$ cat config.mk
export PLATFORM = sky130hd
export DESIGN_NAME = ws2812_frame_feeder
export DESIGN_NICKNAME = d
export VERILOG_FILES = /design/src/rtl/ws2812_frame_feeder.sv
export SDC_FILE = /design/constraint.sdc
export NUM_CORES = 1
export LEC_CHECK = 0
export CORE_MARGIN = 2
export CORE_UTILIZATION = 34
export DETAILED_ROUTE_END_ITERATION = 8
export PLACE_DENSITY_LB_ADDON = 0.1
export SLEW_MARGIN = 0
export SYNTH_ARGS = -nofsm -noshare
export SYNTH_HDL_FRONTEND = slang
export SYNTH_SLANG_ARGS = --single-unit
$ cat constraint.sdc
create_clock -name clk -period 2.1 [get_ports clk]
set_input_delay 0.315 -clock clk [delete_from_list [all_inputs] [get_ports clk]]
set_output_delay 0.315 -clock clk [all_outputs]
set_load 0.05 [all_outputs]
$ cat src/rtl/ws2812_frame_feeder.sv
// Frame feeder for the WS2812 shifter: fetches NUM_LEDS RGB pixels and serves them as G,R,B bytes
// with a one-pixel prefetch. Define WS2812_FEEDER_BRIGHTNESS_EN to add per-frame brightness scaling.
module ws2812_frame_feeder #(
    parameter int NUM_LEDS = 16,
    parameter int ADDR_W   = (NUM_LEDS > 1) ? $clog2(NUM_LEDS) : 1
) (
    input  logic              clk,
    input  logic              rst_n,
    input  logic              frame_start,
`ifdef WS2812_FEEDER_BRIGHTNESS_EN
    input  logic [7:0]        brightness,
`endif
    output logic              pix_rd,
    output logic [ADDR_W-1:0] pix_addr,
    input  logic [23:0]       pix_data,
    output logic              trigger,
    input  logic              data_request,
    output logic [7:0]        data_out,
    output logic              data_valid,
    output logic              busy,
    output logic              frame_done
);

    localparam logic [ADDR_W-1:0] LAST_IDX = ADDR_W'(NUM_LEDS - 1);
    localparam logic [ADDR_W-1:0] ONE_IDX  = ADDR_W'(1);

    typedef enum logic [2:0] {
        ST_IDLE  = 3'd0,
        ST_LOAD  = 3'd1,
        ST_ARMED = 3'd2,
        ST_SEND  = 3'd3,
        ST_DONE  = 3'd4
    } state_t;

    state_t            state_r, state_s;
    logic [23:0]       cur_pix_r, cur_pix_s;
    logic [23:0]       nxt_pix_r, nxt_pix_s;
    logic [1:0]        byte_idx_r, byte_idx_s;
    logic [ADDR_W-1:0] pix_idx_r, pix_idx_s;
    logic [ADDR_W-1:0] addr_hold_r, rd_addr_s;
    logic              rd_pend_r, rd_s, consume_s;
    logic [23:0]       pix_scaled_s;
    logic              out_valid_s;
    logic [7:0]        data_out_r;
    logic              trigger_r, data_valid_r, busy_r, frame_done_r;

    // Wire order is G,R,B; pixel word is {R,G,B}.
    function automatic logic [7:0] byte_sel(input logic [23:0] pix, input logic [1:0] idx);
        case (idx)
            2'd0:    byte_sel = pix[15:8];
            2'd1:    byte_sel = pix[23:16];
            2'd2:    byte_sel = pix[7:0];
            default: byte_sel = 8'h00;
        endcase
    endfunction

`ifdef WS2812_FEEDER_BRIGHTNESS_EN
    logic [7:0] bright_r, bright_s;

    function automatic logic [7:0] scale_byte(input logic [7:0] c, input logic [7:0] b);
        logic [15:0] prod;
        prod = {8'h00, c} * ({8'h00, b} + 16'd1);
        return 8'(prod >> 8);
    endfunction

    // Brightness is latched only when a frame is accepted.
    always_comb begin
        bright_s = bright_r;
        if ((state_r == ST_IDLE) && frame_start) begin
            bright_s = brightness;
        end else begin
            bright_s = bright_r;
        end
    end

    // Brightness register.
    always_ff @(posedge clk or negedge rst_n) begin
        if (!rst_n) begin
            bright_r <= 8'h00;
        end else begin
            bright_r <= bright_s;
        end
    end

    // Scaling happens at capture so data_out gains no latency.
    always_comb begin
        pix_scaled_s = {scale_byte(pix_data[23:16], bright_r),
                        scale_byte(pix_data[15:8],  bright_r),
                        scale_byte(pix_data[7:0],   bright_r)};
    end
`else
    // Without brightness scaling the pixel passes through untouched.
    always_comb begin
        pix_scaled_s = pix_data;
    end
`endif

    // Next-state, pixel buffers, memory read issue.
    always_comb begin
        state_s    = state_r;
        cur_pix_s  = cur_pix_r;
        nxt_pix_s  = nxt_pix_r;
        byte_idx_s = byte_idx_r;
        pix_idx_s  = pix_idx_r;
        rd_s       = 1'b0;
        rd_addr_s  = addr_hold_r;
        consume_s  = data_request && data_valid_r;

        // Read data lands one cycle after the strobe: the first read fills cur_pix, the rest nxt_pix.
        if (rd_pend_r && (state_r == ST_LOAD)) begin
            cur_pix_s = pix_scaled_s;
        end else if (rd_pend_r) begin
            nxt_pix_s = pix_scaled_s;
        end else begin
            nxt_pix_s = nxt_pix_r;
        end

        case (state_r)
            ST_IDLE: begin
                if (frame_start) begin
                    rd_s      = 1'b1;
                    rd_addr_s = '0;
                    pix_idx_s = '0;
                    state_s   = ST_LOAD;
                end else begin
                    state_s = ST_IDLE;
                end
            end
            ST_LOAD: begin
                byte_idx_s = 2'd0;
                state_s    = ST_ARMED;
                if (NUM_LEDS > 1) begin
                    rd_s      = 1'b1;
                    rd_addr_s = ONE_IDX;
                end else begin
                    rd_s = 1'b0;
                end
            end
            ST_ARMED: begin
                if (consume_s) begin
                    byte_idx_s = 2'd1;
                    state_s    = ST_SEND;
                end else begin
                    state_s = ST_ARMED;
                end
            end
            ST_SEND: begin
                if (consume_s) begin
                    case (byte_idx_r)
                        2'd0: begin
                            // Pixel 1 was fetched during LOAD; later pixels prefetch on their G byte.
                            byte_idx_s = 2'd1;
                            if (pix_idx_r != LAST_IDX) begin
                                rd_s      = 1'b1;
                                rd_addr_s = pix_idx_r + ONE_IDX;
                            end else begin
                                rd_s = 1'b0;
                            end
                        end
                        2'd1: begin
                            byte_idx_s = 2'd2;
                        end
                        2'd2: begin
                            if (pix_idx_r == LAST_IDX) begin
                                state_s = ST_DONE;
                            end else begin
                                cur_pix_s  = nxt_pix_r;
                                byte_idx_s = 2'd0;
                                pix_idx_s  = pix_idx_r + ONE_IDX;
                            end
                        end
                        default: begin
                            byte_idx_s = 2'd0;
                        end
                    endcase
                end else begin
                    state_s = ST_SEND;
                end
            end
            ST_DONE: begin
                state_s = ST_IDLE;
            end
            default: begin
                state_s = ST_IDLE;
            end
        endcase

        out_valid_s = (state_s == ST_ARMED) || (state_s == ST_SEND);
    end

    // State, buffers and registered shifter-facing outputs.
    always_ff @(posedge clk or negedge rst_n) begin
        if (!rst_n) begin
            state_r      <= ST_IDLE;
            cur_pix_r    <= 24'h000000;
            nxt_pix_r    <= 24'h000000;
            byte_idx_r   <= 2'd0;
            pix_idx_r    <= '0;
            addr_hold_r  <= '0;
            rd_pend_r    <= 1'b0;
            data_out_r   <= 8'h00;
            trigger_r    <= 1'b0;
            data_valid_r <= 1'b0;
            busy_r       <= 1'b0;
            frame_done_r <= 1'b0;
        end else begin
            state_r      <= state_s;
            cur_pix_r    <= cur_pix_s;
            nxt_pix_r    <= nxt_pix_s;
            byte_idx_r   <= byte_idx_s;
            pix_idx_r    <= pix_idx_s;
            addr_hold_r  <= rd_addr_s;
            rd_pend_r    <= rd_s;
            data_out_r   <= out_valid_s ? byte_sel(cur_pix_s, byte_idx_s) : 8'h00;
            trigger_r    <= (state_s == ST_ARMED);
            data_valid_r <= out_valid_s;
            busy_r       <= (state_s != ST_IDLE);
            frame_done_r <= (state_s == ST_DONE);
        end
    end

    assign pix_rd     = rd_s;
    assign pix_addr   = rd_addr_s;
    assign trigger    = trigger_r;
    assign data_out   = data_out_r;
    assign data_valid = data_valid_r;
    assign busy       = busy_r;
    assign frame_done = frame_done_r;

endmodule

# Word-level counts from Yosys, hierarchy flattened
# Index checks and enable logic that the tools add are counted.
[op_classes]
addsub = 1
mul = 0
div_mod_pow = 0
order_cmp = 0
eq_ne = 16
n_shift = 0
muxes = 33
bitwise = 1
reduce_logical = 10
[ops]
columns = ["op", "n"]
rows = [
  ["24-bit 2-to-1 mux", 5],
  ["4-bit 2-to-1 mux", 8],
  ["8-bit one-hot mux with 3 select lines", 1],
  ["3-bit by 2-bit equality test with 1-bit output (second input constant)", 4],
  ["2-bit one-hot mux with 3 select lines", 2],
  ["3-bit one-hot mux with 4 select lines", 1],
  ["4-bit one-hot mux with 3 select lines", 1],
  ["3-bit 2-to-1 mux", 3],
  ["8-bit 2-to-1 mux", 1],
  ["4-bit one-hot mux with 2 select lines", 1],
  ["1-bit 2-to-1 mux", 6],
  ["2-bit 2-to-1 mux", 3],
  ["2-bit inequality test (second input constant)", 3],
  ["5-bit AND reduction", 1],
  ["4-bit by 1-bit adder with 4-bit output (second input constant)", 1],
  ["2-bit by 1-bit equality test with 1-bit output (second input constant)", 2],
  ["2-bit equality test (second input constant)", 2],
  ["4-bit equality test (second input constant)", 1],
  ["2-bit zero test", 2],
  ["4-bit inequality test (second input constant)", 1],
  ["3-bit by 1-bit equality test with 1-bit output (second input constant)", 1],
  ["3-bit equality test (second input constant)", 1],
  ["3-bit zero test", 1],
  ["1-bit one-hot mux with 3 select lines", 1],
  ["7 further kinds", 8],
]
[word_totals]
register_bits = 74
latchBits = 0
ramBits = 0
mem_bits_ro = 0
input_bits = 28
out_inout_bits = 17
elab_cells = 73
mem_count = 0

# Depth between registers and ports, before layout
[depth]
depth_word = 9
depth_mapped = 8

# Worst setup path before layout
# No wires, ideal clock.
[synth_path]
path_kind = "register -> output"
startpoint = "register pix_idx_r[0]"
endpoint = "output port pix_addr[2]"
t_arrival_ns = 2.145
t_required_ns = 1.785
path_slack_ns = -0.360
stages_incl_launch_ff = 6
n_path_buf = 0
cell_sequence = "dfrtp_1 > ha_1 > and3_1 > or4_4 > nor3_1 > a32o_1"
[synth_via]
elab_chain_cells = 5
word_cells_on_any_way = 6
cone_classes = "add/sub: 1; eq/ne: 1; mux: 4"
[synth_lines]
columns = ["element", "line_no", "rtl"]
rows = [
  ["start: declaration", "39", "logic [ADDR_W-1:0] pix_idx_r, pix_idx_s;"],
  ["start signal: assignment", "211", "pix_idx_r <= pix_idx_s;"],
  ["4-bit by 1-bit adder with 4-bit output / 4-bit inequality test (equally long branches)", "155, 153", ""],
  ["4-bit 2-to-1 mux (*)", "153", "if (pix_idx_r != LAST_IDX) begin"],
  ["4-bit 2-to-1 mux (*)", "149", "case (byte_idx_r)"],
  ["4-bit 2-to-1 mux (*)", "148", "if (consume_s) begin"],
  ["4-bit one-hot mux with 3 select lines (*)", "118", "case (state_r)"],
  ["end: declaration", "14", "output logic [ADDR_W-1:0] pix_addr,"],
]
# Mark *: on every way between the ends. The rest lies on a longest branch, timed or not.

# Final worst setup path
[layout_path]
startpoint = "register pix_idx_r[1]"
endpoint = "output port pix_addr[0]"
[layout_via]
elab_chain_cells = 5
[layout_lines]
columns = ["element", "line_no"]
rows = [
  ["4-bit inequality test", "153"],
  ["4-bit 2-to-1 mux", "153"],
  ["4-bit 2-to-1 mux", "149"],
  ["4-bit 2-to-1 mux", "148"],
  ["4-bit one-hot mux with 3 select lines", "118"],
]
# Every way passes these cells.

==> run metrics <==
iteration count of the initial detailed-routing pass=4; vertical extent of the die=104 um; number of port buffers=44; count of H-tree levels built during CTS=3; First DRT Iteration DRCs=83; maximum fanout count along the critical path=5; Die Footprint=10700 um2; clock tree from TritonCTS=yes; average size of a mapped cell=12.9 um2; part of the Yosys area used for sequential elements=0.550; post-synthesis instance total=262; distinct cell type count after synthesis=43; DIE WIDTH=104 um; type of the tightest min-delay check=in -> async; met3 routing resource usage after global routing=0.0334; data arrival time at the worst-slack endpoint=2.35 ns; diode insertion count for antenna repair=0; min cycle time layout=2.66 ns; grt peak-use layer=met2; clock tree root driver cell=sky130_fd_sc_hd__clkbuf_8; Syn Std Cell Area=3370 um2; depth of the most critical reg-to-reg path=7; R2R Path Start=state_r[2]$_DFF_PN0_; Final Max Slew Viols=0; Crit Reg-Reg Endpoint=data_out[0]$_DFF_PN0_; number of non-filler instances in the completed layout=477; met1 capacity usage during global routing=0.208; unrepaired setup endpoints after global routing=true; starting density of the core=0.348; count of nets after finishing=368; number of placement rows=36; crit path launch=pix_idx_r[1]$_DFFE_PN0P_; maximum number of pins on one net before global-route repair=40; flip-flop and latch count after synthesis=74; Cell Pwr Density=1440 nW/um2; final routed DRC violation total=0; average via count per standard cell=4.83; failing checks=negative setup slack; synthesis warning total=0; vias in the first global route=2352; share of layout cells above drive strength 1=0.422; Total Neg Setup Slack=-2.72 ns; Routed Antenna Nets=0; endpoint type of the worst setup path=output port; total congestion overflow=0; number of buffers added by the clock tree synthesis step=9; area of the core=9680 um2; placed wire-length estimate after detailed placement=5.27 mm; Final period util=1.27; endpoints failing hold=0; Top Ports=45; first-pass GRT wire length=12.5 mm; routed via count=2306; Required @ worst endpoint=1.78 ns; termination of the worst setup path=pix_addr[0]; initial antenna violation count=0; number of placed instances, taps included=457; crit start category=flop; Avg WL per Cell=16.2 um; worst setup skew after layout=0.00739 ns; clock slew at the register clock pins of the worst setup and hold paths=0.08 ns; peak clock frequency supported by timing=0.376 GHz; area added between synthesis and finish=34.5%; leakage power figure=1.93 nW; Overall Global Routing Usage=0.151; Post-Route WL=7.71 mm; TritonCTS Sinks=74; outcome=finished with violations; worst slew margin relative to its limit=0.647; buffer levels on the longest clock path=2; final setup violation count=5; worst voltage drop across the vdd grid=0.826 mV; post-layout utilization of the core=0.468; final setup slack of the worst path=-0.563 ns; Global Route met2 Usage=0.234; startpoint-to-endpoint class of the critical path=reg -> out; # Max-Cap Violations=0; slack of the worst reg-to-reg path=0.08 ns; RD Place Congestion=0.852; clock network latency to the later pin of the worst-skew pair=0.35 ns; Mapped Nets=291; slew at the pin with the worst max-slew slack=0.529 ns
worst max-delay path, stage by stage (launching register included):
cell	delay [ns]
sky130_fd_sc_hd__dfrtp_1	0.41
sky130_fd_sc_hd__ha_4	0.17
sky130_fd_sc_hd__and3_4	0.17
sky130_fd_sc_hd__or4_4	0.43
sky130_fd_sc_hd__a21bo_1	0.18
sky130_fd_sc_hd__a21o_1	0.21
sky130_fd_sc_hd__a22o_4	0.27
sky130_fd_sc_hd__buf_12	0.14
registers in the layout (all words and copies together) (netlist names), 2 cells and up:
| register | cells |
|---|---|
| addr_hold_r | 4 |
| byte_idx_r | 2 |
| cur_pix_r | 24 |
| data_out | 8 |
| nxt_pix_r | 24 |
| pix_idx_r | 4 |
| state_r | 3 |
layer usage:
metal / share of wire / wire [um]
met1: 0.48 / 3720
met2: 0.47 / 3600
met3: 0.038 / 293
met4: 0.013 / 104
met5: 0 / 0
cells in the mapped netlist, drive strengths merged:
master / n / share of area
a21bo: 1 / 0.0030
nand4b: 1 / 0.0026
a22o: 2 / 0.0056
and2b: 1 / 0.0026
o22ai: 1 / 0.0019
nor3b: 1 / 0.0022
and4b: 1 / 0.0030
nor2b: 3 / 0.0056
o21a: 1 / 0.0022
a21oi: 2 / 0.0030
a31oi: 9 / 0.017
a32oi: 1 / 0.0048
buf: 10 / 0.020
dfrtp: 74 / 0.55
inv: 4 / 0.0045
ha: 1 / 0.0037
nor4bb: 1 / 0.0030
nand2b: 4 / 0.0074
a41oi: 1 / 0.0026
and3: 1 / 0.0019
a21o: 1 / 0.0022
o211a: 1 / 0.0030
o21ai: 5 / 0.0074
a32o: 3 / 0.0089
clkbuf: 5 / 0.0059
mux2: 73 / 0.24
or4: 1 / 0.0033
nor3: 2 / 0.0030
nand2: 6 / 0.0067
nor2: 9 / 0.010
nand3: 30 / 0.046
xor2: 2 / 0.0052
clkinv: 1 / 0.0011
o41ai: 1 / 0.0026
and3b: 1 / 0.0026
nand4: 1 / 0.0019
kinds of logic after synthesis:
group                    after synthesis  synth area share
adder cells (fa/ha/maj)                1           0.00371
XOR/XNOR                               2           0.00520
flip-flops                            74             0.550
AND/OR/NAND/NOR                       63             0.102
buffers and inverters                 20            0.0316
multiplexers                          73             0.244
AO/OA/AOI/OAI                         29            0.0639
worst min-delay path by stage:
stage,from,end,slack (ns),cells past startpoint
after global placement,rst_n,frame_done$_DFF_PN0_,0.33,1
after floorplan,rst_n,addr_hold_r[0]$_DFF_PN0_,0.02,0
after detailed placement,rst_n,trigger$_DFF_PN0_,0.33,1
after CTS,rst_n,trigger$_DFF_PN0_,0.50,2
after global routing,nxt_pix_r[2]$_DFFE_PN0P_,nxt_pix_r[2]$_DFFE_PN0P_,0.52,1
final,rst_n,frame_done$_DFF_PN0_,0.49,2
layout by cell type, fill, tap and decap left out, drive strengths merged, types with 2 or more instances in the layout:
| cell | instances |
|---|---|
| clkinv | 3 |
| a32o | 3 |
| nand3 | 30 |
| bufinv | 2 |
| nand2b | 4 |
| o21ai | 5 |
| nand2 | 6 |
| nor3 | 2 |
| mux2 | 73 |
| nor2 | 9 |
| a22o | 2 |
| a21oi | 2 |
| dfrtp | 74 |
| nor2b | 3 |
| xor2 | 2 |
| clkinvlp | 2 |
| clkdlybuf4s50 | 38 |
| a31oi | 9 |
| buf | 41 |
| inv | 3 |
| clkbuf | 12 |
final cells by class:
class | count | area [um2]
Clock inverter | 5 | 77.6
Sequential cell | 74 | 1850
Multi-Input combinational cell | 168 | 1460
Tap cell | 133 | 166
Fill cell | 882 | 5150
Clock buffer | 11 | 141
Inverter | 5 | 22.5
Timing Repair Buffer | 81 | 813
stage by stage:
| step | setup slack (ns) | instance area (um2) | total power, mW | hold WS, ns |
|---|---|---|---|---|
| after floorplan | -0.139 | 3400 | 4.28 | 0.0194 |
| after global placement | -0.438 | 4240 | 5.30 | 0.332 |
| after detailed placement | -0.441 | 4240 | 5.34 | 0.333 |
| after CTS | -0.581 | 4500 | 6.62 | 0.495 |
| after global routing | -0.645 | 4530 | 6.96 | 0.520 |
| final | -0.563 | 4530 | 6.54 | 0.487 |
where the power goes:
| part | switching, mW | leakage, nW | internal [mW] |
|---|---|---|---|
| Clock | 0.529 | 0.109 | 0.698 |
| Sequential | 0.236 | 0.887 | 2.07 |
| Combinational | 1.50 | 0.932 | 1.51 |
| Total | 2.26 | 1.93 | 4.27 |
what timing repair did:
item,4_1_cts,5_1_grt
setup buffers,1,1
cloned,0,1
pin swaps,2,2
gates resized for setup,4,1
endpoints found under the hold margin,38,0
hold buffers,1,0
endpoints found under the setup margin,5,7
Note: power is estimated with default switching activity, not from simulation.
